File: src/rtl/quadenc_tx_pkg.sv
// Shared constants for the quadrature encoder transmitter.
// Holds the controller state encoding, the timer width, and the Gray table
// that maps the two-bit phase index onto the (A,B) output pair.
// There are no ports; the top level and the timer import this package.
package quadenc_tx_pkg;

    // Controller states
    typedef enum logic [0:0] {
        ST_IDLE = 1'b0,
        ST_RUN  = 1'b1
    } state_t;

    // The spacing timer must hold any SPACING value up to 65535
    localparam int unsigned TIMER_W = 32'd16;

    // Gray table: phase index -> {A,B}. Counting the index upwards gives the
    // "up" sequence 00 -> 10 -> 11 -> 01 -> 00.
    localparam logic [1:0] AB_PH0 = 2'b00;
    localparam logic [1:0] AB_PH1 = 2'b10;
    localparam logic [1:0] AB_PH2 = 2'b11;
    localparam logic [1:0] AB_PH3 = 2'b01;

    function automatic logic [1:0] phase_to_ab(input logic [1:0] phase);
        logic [1:0] ab;
        case (phase)
            2'd0:    ab = AB_PH0;
            2'd1:    ab = AB_PH1;
            2'd2:    ab = AB_PH2;
            2'd3:    ab = AB_PH3;
            default: ab = AB_PH0;
        endcase
        return ab;
    endfunction

    // One quadrature step. The index wraps modulo 4, so the sequence
    // continues from whatever phase the previous command left behind.
    function automatic logic [1:0] phase_step(input logic [1:0] phase,
                                              input logic       dir);
        logic [1:0] nxt;
        if (dir) begin
            nxt = phase + 2'd1;
        end else begin
            nxt = phase - 2'd1;
        end
        return nxt;
    endfunction

endpackage

File: src/rtl/quadenc_timer.sv
// Spacing timer for the quadrature transmitter.
// It counts down from SPACING-1 to zero. While enable is high, tick is
// asserted for one cycle every SPACING cycles. A clear reloads the counter,
// so the first tick after a clear comes SPACING cycles later.
// Ports:
//   clk    - system clock (rising edge)
//   reset  - asynchronous active-low reset (counter forced to 0)
//   clear  - reload the counter to SPACING-1
//   enable - count while high, hold while low
//   tick   - one-cycle strobe when the count expires
module quadenc_timer
    import quadenc_tx_pkg::*;
#(
    parameter int unsigned SPACING = 32'd48
) (
    input  logic clk,
    input  logic reset,
    input  logic clear,
    input  logic enable,
    output logic tick
);

    localparam logic [TIMER_W-1:0] RELOAD   = TIMER_W'(SPACING - 32'd1);
    localparam logic [TIMER_W-1:0] CNT_ZERO = {TIMER_W{1'b0}};
    localparam logic [TIMER_W-1:0] CNT_ONE  = {{(TIMER_W-1){1'b0}}, 1'b1};

    logic [TIMER_W-1:0] count_r;
    logic [TIMER_W-1:0] count_nxt_s;

    assign tick = enable && (count_r == CNT_ZERO);

    // Next count: clear wins, then reload on expiry, otherwise decrement
    always_comb begin
        count_nxt_s = count_r;
        if (clear) begin
            count_nxt_s = RELOAD;
        end else if (enable) begin
            if (count_r == CNT_ZERO) begin
                count_nxt_s = RELOAD;
            end else begin
                count_nxt_s = count_r - CNT_ONE;
            end
        end else begin
            count_nxt_s = count_r;
        end
    end

    // Counter register
    always_ff @(posedge clk or negedge reset) begin
        if (!reset) begin
            count_r <= CNT_ZERO;
        end else begin
            count_r <= count_nxt_s;
        end
    end

endmodule

File: src/rtl/quadenc_tx.sv
// Quadrature encoder transmitter.
// Each accepted command emits cmd_count*STEP quadrature edges on A/B in the
// requested direction, with one edge every SPACING clock cycles. The phase
// carries over from one command to the next.
// Ports:
//   clk        - system clock (rising edge)
//   reset      - asynchronous active-low reset
//   cmd_valid  - command offered
//   cmd_ready  - block is idle and can accept a command
//   cmd_dir    - 1 = up (decoder count increases), 0 = down
//   cmd_count  - detents to emit
//   abort      - stop the running command (ignored while idle)
//   A, B       - registered quadrature phases
//   busy       - a command is executing
//   remaining  - edges still to emit
//   done       - one-cycle pulse on completion or abort
module quadenc_tx
    import quadenc_tx_pkg::*;
#(
    parameter int unsigned BITS    = 32'd8,
    parameter int unsigned STEP    = 32'd2,
    parameter int unsigned SPACING = 32'd48
) (
    input  logic              clk,
    input  logic              reset,
    input  logic              cmd_valid,
    output logic              cmd_ready,
    input  logic              cmd_dir,
    input  logic [BITS-1:0]   cmd_count,
    input  logic              abort,
    output logic              A,
    output logic              B,
    output logic              busy,
    output logic [BITS+7:0]   remaining,
    output logic              done
);

    localparam int unsigned REM_W = BITS + 32'd8;
    localparam logic [REM_W-1:0] REM_ZERO = {REM_W{1'b0}};
    localparam logic [REM_W-1:0] REM_ONE  = {{(REM_W-1){1'b0}}, 1'b1};

    state_t           state_r;
    state_t           state_nxt_s;
    logic             dir_r;
    logic             dir_nxt_s;
    logic [1:0]       phase_r;
    logic [1:0]       phase_nxt_s;
    logic             a_r;
    logic             b_r;
    logic [REM_W-1:0] remaining_r;
    logic [REM_W-1:0] rem_nxt_s;
    logic [REM_W-1:0] rem_load_s;
    logic             done_r;
    logic             done_nxt_s;
    logic             timer_clr_s;
    logic             timer_en_s;
    logic             tick_s;

    // Edge count is widened before the multiply so that no product is lost
    assign rem_load_s = REM_W'(cmd_count) * REM_W'(STEP);
    assign timer_en_s = (state_r == ST_RUN);

    quadenc_timer #(
        .SPACING (SPACING)
    ) u_timer (
        .clk    (clk),
        .reset  (reset),
        .clear  (timer_clr_s),
        .enable (timer_en_s),
        .tick   (tick_s)
    );

    // Next-state logic: command acceptance, edge stepping, abort, completion
    always_comb begin
        state_nxt_s = state_r;
        dir_nxt_s   = dir_r;
        phase_nxt_s = phase_r;
        rem_nxt_s   = remaining_r;
        done_nxt_s  = 1'b0;
        timer_clr_s = 1'b0;
        case (state_r)
            ST_IDLE: begin
                if (cmd_valid) begin
                    dir_nxt_s = cmd_dir;
                    rem_nxt_s = rem_load_s;
                    if (cmd_count == {BITS{1'b0}}) begin
                        // Empty command completes at once without moving A/B
                        done_nxt_s = 1'b1;
                    end else begin
                        state_nxt_s = ST_RUN;
                        timer_clr_s = 1'b1;
                    end
                end else begin
                    state_nxt_s = ST_IDLE;
                end
            end
            ST_RUN: begin
                if (abort) begin
                    // Abort wins over a coinciding edge; the phase is held
                    state_nxt_s = ST_IDLE;
                    rem_nxt_s   = REM_ZERO;
                    done_nxt_s  = 1'b1;
                end else if (tick_s) begin
                    phase_nxt_s = phase_step(phase_r, dir_r);
                    if (remaining_r <= REM_ONE) begin
                        state_nxt_s = ST_IDLE;
                        rem_nxt_s   = REM_ZERO;
                        done_nxt_s  = 1'b1;
                    end else begin
                        state_nxt_s = ST_RUN;
                        rem_nxt_s   = remaining_r - REM_ONE;
                    end
                end else begin
                    state_nxt_s = ST_RUN;
                end
            end
            default: begin
                state_nxt_s = ST_IDLE;
            end
        endcase
    end

    // State and output registers
    always_ff @(posedge clk or negedge reset) begin
        if (!reset) begin
            state_r     <= ST_IDLE;
            dir_r       <= 1'b0;
            phase_r     <= 2'd0;
            a_r         <= 1'b0;
            b_r         <= 1'b0;
            remaining_r <= REM_ZERO;
            done_r      <= 1'b0;
        end else begin
            state_r      <= state_nxt_s;
            dir_r        <= dir_nxt_s;
            phase_r      <= phase_nxt_s;
            {a_r, b_r}   <= phase_to_ab(phase_nxt_s);
            remaining_r  <= rem_nxt_s;
            done_r       <= done_nxt_s;
        end
    end

    assign cmd_ready = (state_r == ST_IDLE);
    assign busy      = (state_r == ST_RUN);
    assign A         = a_r;
    assign B         = b_r;
    assign remaining = remaining_r;
    assign done      = done_r;

endmodule

File: config.mk
export PLATFORM = sky130hd
export DESIGN_NAME = quadenc_tx
export DESIGN_NICKNAME = d
export VERILOG_FILES = /design/src/rtl/quadenc_tx_pkg.sv /design/src/rtl/quadenc_timer.sv /design/src/rtl/quadenc_tx.sv
export SDC_FILE = /design/constraint.sdc
export NUM_CORES = 1
export LEC_CHECK = 0
export BUFFER_PORTS_ARGS = -buffer_cell sky130_fd_sc_hd__buf_2
export CAP_MARGIN = 20
export CORE_MARGIN = 2
export CORE_UTILIZATION = 60
export CTS_BUF_LIST = sky130_fd_sc_hd__clkbuf_8
export DETAILED_ROUTE_END_ITERATION = 8
export GPL_TIMING_DRIVEN = 0
export PLACE_DENSITY = 0.92
export SETUP_SLACK_MARGIN = 0.5
export SYNTH_ARGS = -nofsm -noshare
export SYNTH_HDL_FRONTEND = slang
export SYNTH_SLANG_ARGS = --single-unit
File: constraint.sdc
create_clock -name clk -period 8.3 [get_ports clk]
set_clock_uncertainty 0.15 [all_clocks]
set_input_delay 0.415 -clock clk [delete_from_list [all_inputs] [get_ports clk]]
set_output_delay 0.415 -clock clk [all_outputs]
set_load 0.005 [all_outputs]
==> flow_metrics.tcl, run 1 <==
set metrics [dict create \
    ys.warnings.count 0 \
    r2r_cells 9 \
    ys_types 47 \
    final_nets 314 \
    tritoncts "built" \
    grt_max_degree 40 \
    yosysSeqAreaShare 0.421 \
    yosysTopAreaCell "dfrtp_1" \
    cts-root-buf "clkbuf_8" \
    initial_utilization 0.629 \
    cts_setup_buffers 0 \
    ys.flop_type "dfrtp_1" \
    ioPinCount 34 \
    fin_setup_tns_ps 0 \
    ctsHtreeMaxLevel 2 \
    clock_latency_ps 290 \
    p_per_area_nw_per_um2 242 \
    fmax_mhz 317 \
    cts_resized 0 \
    placed_area_sq_um 2540 \
    track_usage 0.281 \
    grt_pass1_wl_microns 9360 \
    drive_gt1_frac 0.189 \
    cp_slowest_cell "or4_4" \
    synth_fp_nets 274 \
    final_cells 345 \
    ys_async_sr_fraction 1.00 \
    vias_per_cell 6.28 \
    ys_ff_latch 39 \
    drv_cap 0 \
    relSlewSlack 0.399 \
    setup.worst_path.class "reg -> reg" \
    multi_input_area_sq_um 1270 \
    vias 2167 \
    worstPathMaxFanout 5 \
    clk_pin_slew_ps 80 \
    gp_congestion 0.918 \
    max-clock-path-buffers 2 \
    regArea_sq_um 976 \
    finalCritPeriodShare 0.380 \
    die-area_sq_um 4380 \
    end_kind "register" \
    hold_class "in -> async" \
    port_buffers 33 \
    clock-sinks 39 \
    syn_inst 256 \
    hold_buffers 0 \
    core_area_sq_um 3690 \
    antenna_found_initial 0 \
    arrival_ps 3180 \
    antenna_cells 0 \
    rsz0062_at_grt "no" \
    yosysTopAreaCellShare 0.421 \
    setup_viol_count_final 0 \
    drc 0 \
    critPathTopFamily "simple AND/OR/NAND/NOR gates" \
    synth-edff-count 0 \
    drt_wl_total_microns 5490 \
    fin_area_sq_um 2660 \
    avgSynthCellArea_sq_um 9.06 \
    ir_drop_v 0.000190 \
    drt-initial-drc-count 223 \
    overflow 0 \
    cpMostUsedCell "ha_1" \
    die_y_microns 66.2 \
    crit_chain "inv_1 -> ha_1 -> or3b_1 -> or4_4 -> nor2_1 -> nand2_1 -> xor2_1 -> ha_1 -> or2_2" \
    synth.area.top_cells "dfrtp_1, o21ai_0, nor2_1" \
    hold_viol 0 \
    ant_nets 0 \
    critPathLaunchType "register" \
    num_rows 22 \
    min_period_ps 3150 \
    grt_pass1_vias 2038 \
    maxSlewViolCount 0 \
    fill_cells 280 \
    critPathBufInv 1 \
    placed_cells 337 \
    reg2reg_from "u_timer.count_r[0]" \
    wl_per_cell_microns 15.9 \
    syn_area_sq_um 2320 \
    r2r_slack_ps 5150 \
    dr.pass1.iters 5 \
    area_delta_synth_final_pct 14.8 \
    r2r-end "B" \
    tightestPinTransition_ps 901 \
    status "complete, no violations" \
    cts-buffers-inserted 5 \
    chipWidth_microns 66.2 \
    hpwl_microns 3860 \
    p_leak_nw 1.17 \
    slowest_delay_ps 600 \
    required_ps 8330 \
]
==> where the power goes <==
part	switching [mW]	leakage (nW)	total, mW	internal (mW)
sequential	0.0414	0.508	0.261	0.220
combinational	0.134	0.605	0.220	0.0854
clock	0.0664	0.0612	0.164	0.0972
==> cells in the mapped netlist (2+ instances only) <==
| library cell | number |
|---|---|
| dfrtp_1 | 39 |
| nor2_1 | 25 |
| o21ai_0 | 22 |
| nand2_1 | 21 |
| a21oi_1 | 17 |
| inv_1 | 11 |
| nor3_1 | 10 |
| a22o_1 | 7 |
| clkbuf_1 | 7 |
| nor4_1 | 6 |
| or3_1 | 6 |
| xnor2_1 | 6 |
| a31oi_1 | 5 |
| ha_1 | 5 |
| nor2b_1 | 5 |
| o2bb2ai_1 | 5 |
| or4_1 | 5 |
| a21o_1 | 4 |
| nand3_1 | 4 |
| or2_2 | 4 |
| mux2_2 | 3 |
| nand2b_1 | 3 |
| nand4_1 | 3 |
| a211oi_1 | 2 |
| a22oi_1 | 2 |
| mux2i_1 | 2 |
| nand3b_1 | 2 |
| nor3b_1 | 2 |
| o21bai_1 | 2 |
| o31ai_1 | 2 |
| or4_4 | 2 |
| xor2_1 | 2 |
==> registers in the layout, summed over array words and instances (netlist names) <==
register / cells
done: 1
phase_r: 2
remaining: 16
B: 1
dir_r: 1
u_timer.count_r: 16
A: 1
busy: 1
==> stage by stage <==
stage               total power, mW  setup slack (ps)  utilization  hold WS [ps]
finish                        0.645              5150        0.722          75.6
global route                  0.683              4980        0.722           158
CTS                           0.639              5150        0.722           103
detailed placement            0.476              5160        0.690           350
global placement              0.468              5200        0.690           344
floorplan                     0.409              5420            -         -30.6
==> layout make-up <==
type	count	area share
buffer	8	0.0118
clock buffer	6	0.0310
clock inverter	2	0.0132
inverter	11	0.0155
multi-input combinational	198	0.477
sequential	39	0.367
tap	48	0.0226
timing repair buffer	33	0.0621
==> metal layers <==
| metal | global-route usage | wire length [microns] |
|---|---|---|
| met2 | 0.438 | 2520 |
| met4 | 0.0893 | 63 |
| met3 | 0.0733 | 470 |
| met5 | 0 | 0 |
| met1 | 0.384 | 2440 |
==> cell families after synthesis <==
| family | after synthesis | synth area share |
|---|---|---|
| buf+inv | 19 | 0.0313 |
| flops | 39 | 0.421 |
| simple gates | 103 | 0.243 |
| xor+xnor | 8 | 0.0302 |
| mux | 5 | 0.0232 |
| fa+ha+maj | 5 | 0.0270 |
| compound gates | 77 | 0.225 |
==> worst max-delay path by stage <==
stage / from / to / slack [ps] / cells after the start
floorplan: u_timer.count_r[0] / B / 5420 / 9
global placement: u_timer.count_r[0] / B / 5200 / 9
detailed placement: u_timer.count_r[0] / B / 5160 / 9
CTS: u_timer.count_r[0] / B / 5150 / 9
global route: u_timer.count_r[1] / B / 4980 / 9
finish: u_timer.count_r[0] / B / 5150 / 9
==> placed cells by master, fill, tap and decap left out, types with 2 or more instances in the layout <==
master     Yosys  layout
o2bb2ai_1      5       5
or2_2          4       4
or4_1          5       5
mux2i_1        2       2
o31ai_1        2       2
a21oi_1       17      17
ha_1           5       5
o21ai_0       22      22
nand2b_1       3       3
buf_2          1      34
a211oi_1       2       2
or4_4          2       2
nand3_1        4       4
a21o_1         4       4
mux2_2         3       3
or3_1          6       6
dfrtp_1       39      39
xnor2_1        6       6
nor2_1        25      25
nand3b_1       2       2
nor3b_1        2       2
clkbuf_1       7       7
clkbuf_8       0       6
nor3_1        10      10
nand4_1        3       3
nand2_1       21      21
o21bai_1       2       2
a22o_1         7       7
a22oi_1        2       2
inv_1         11      11
nor2b_1        5       5
a31oi_1        5       5
xor2_1         2       2
nor4_1         6       6
No activity file was read; power rests on OpenSTA's default activity.
==> inputs of run 2 (changes only) <==
- CORE_UTILIZATION: 60 -> 59
- PLACE_DENSITY: 0.92 -> 0.91
- clock period: 8.3 -> 3.2 ns (I/O delays scaled with it)
==> run 2 against run 1 <==
Effect of this change: sequential cell count unchanged; combinational power rose to 2.7 times the previous value; total power rose to 2.5 times the previous value; die area up 1.6%; largest cell class unchanged.
==> flow_metrics.tcl, run 2 (synthesis results as in run 1) <==
set metrics [dict create \
    fin_setup_tns_ps 0 \
    drc 0 \
    use_met2 0.463 \
    ant_nets 0 \
    max-clock-path-buffers 2 \
    overflow 0 \
    arrival_ps 2790 \
    finalCritPeriodShare 0.858 \
    setup.worst_path.class "reg -> reg" \
    grt_max_degree 40 \
    port_buffers 33 \
    use_met3 0.0743 \
    tritoncts "built" \
    final_cell_mix "dfrtp_1, buf_2, nor2_1" \
    critPathLaunchType "register" \
    antenna_found_initial 0 \
    p_per_area_nw_per_um2 579 \
    num_rows 22 \
    drv_cap 0 \
    hold_class "in -> reg" \
    die_y_microns 66.7 \
    relSlewSlack 0.413 \
    hpwl_microns 3840 \
    drt-initial-drc-count 215 \
    fmax_mhz 364 \
    multi_input_area_sq_um 1320 \
    worstPathMaxFanout 4 \
    track_usage 0.294 \
    ir_drop_v 0.000523 \
    maxSlewViolCount 0 \
    setup_viol_count_final 0 \
    required_ps 3250 \
    gp_congestion 0.903 \
    drive_gt1_frac 0.251 \
    final_common_cell "dfrtp_1" \
    status "complete, no violations" \
    ctsHtreeMaxLevel 2 \
    grt-busiest-layer "met2" \
    die-area_sq_um 4450 \
    fin_util 0.752 \
    ioPinCount 34 \
    power_mw 1.62 \
    drt_wl_total_microns 5890 \
    dr.pass1.iters 5 \
    wl_per_cell_microns 16.4 \
    p_leak_nw 1.23 \
    chipWidth_microns 66.7 \
    rsz0062_at_grt "yes" \
    cts-buffers-inserted 5 \
    regArea_sq_um 976 \
    antenna_cells 0 \
    fill_cells 257 \
    clk_pin_slew_ps 80 \
    clock_latency_ps 300 \
    vias 2254 \
    initial_utilization 0.624 \
    grt_use_met1 0.389 \
    clock-sinks 39 \
    grt_pass1_vias 2088 \
    grt_pass1_wl_microns 9720 \
    final_nets 328 \
    min_period_ps 2750 \
    hold_viol 0 \
    cts-root-buf "clkbuf_8" \
    tightestPinTransition_ps 880 \
    vias_per_cell 6.28 \
    end_kind "register" \
    core_area_sq_um 3720 \
    area_delta_synth_final_pct 20.5 \
]
run 2: cell types whose count changed in the layout (fill, tap and decap cells not counted), sizes merged:
cell / before / now
buf: 34 / 45
clkbuf: 13 / 12
dlygate4sd3: 0 / 3
bufinv: 1 / 0
clkinvlp: 0 / 2
run 2: worst max-delay path, stage by stage (launching register included):
cell and delay, ps:
dfrtp_1 400, or4_4 590, or4_4 590, nor2_4 190, nand3_2 130, xnor2_2 190
ha_2 170, or2_4 230
run 2: what timing repair did:
item,in CTS,in global routing
endpoints found under the hold margin,41,0
buffers inserted,5,6
endpoints found under the setup margin,7,13
pin swaps,4,6
resized for setup,8,4
hold buffers,3,0
run 2: layout make-up:
type / count / area share
timing repair buffer: 47 / 0.0994
clock buffer: 5 / 0.0246
clock inverter: 3 / 0.00717
buffer: 8 / 0.0125
inverter: 11 / 0.0148
multi-input combinational: 198 / 0.471
sequential: 39 / 0.349
tap: 48 / 0.0215
run 2: per-layer routing:
| metal | up-vias | wire, microns |
|---|---|---|
| met3 | 19 | 481 |
| met5 | - | 0 |
| met2 | 110 | 2760 |
| met1 | 1071 | 2510 |
| li1 | 1054 | - |
| met4 | 0 | 133 |
run 2: per-stage QoR:
| step | cell area, sq um | setup slack [ps] | instances | hold WS [ps] |
|---|---|---|---|---|
| floorplan | 2330 | 511 | 256 | -286 |
| global placement | 2560 | 387 | 337 | 161 |
| detailed placement | 2560 | 340 | 337 | 161 |
| CTS | 2740 | 453 | 353 | 22.7 |
| global route | 2790 | 393 | 359 | 32.7 |
| finish | 2790 | 454 | 359 | 33.5 |
run 2: report_power, final:
part / switching [mW] / internal [mW] / leakage [nW] / total, mW
clock network: 0.183 / 0.152 / 0.0402 / 0.335
registers: 0.111 / 0.571 / 0.508 / 0.681
logic: 0.365 / 0.238 / 0.681 / 0.603
run 2: worst paths after layout:
| path | start | endpoint | slack [ps] | depth (start not counted) |
|---|---|---|---|---|
| min in group asynchronous | reset | remaining[10] | 350 | 2 |
| setup / recovery | u_timer.count_r[9] | B | 450 | 7 |
| setup reg to reg | u_timer.count_r[9] | B | 450 | 7 |
| max in group asynchronous | reset | remaining[2] | 2000 | 2 |
| hold reg to reg | u_timer.count_r[8] | u_timer.count_r[8] | 380 | 1 |
| hold / removal | cmd_count[7] | remaining[8] | 30 | 3 |
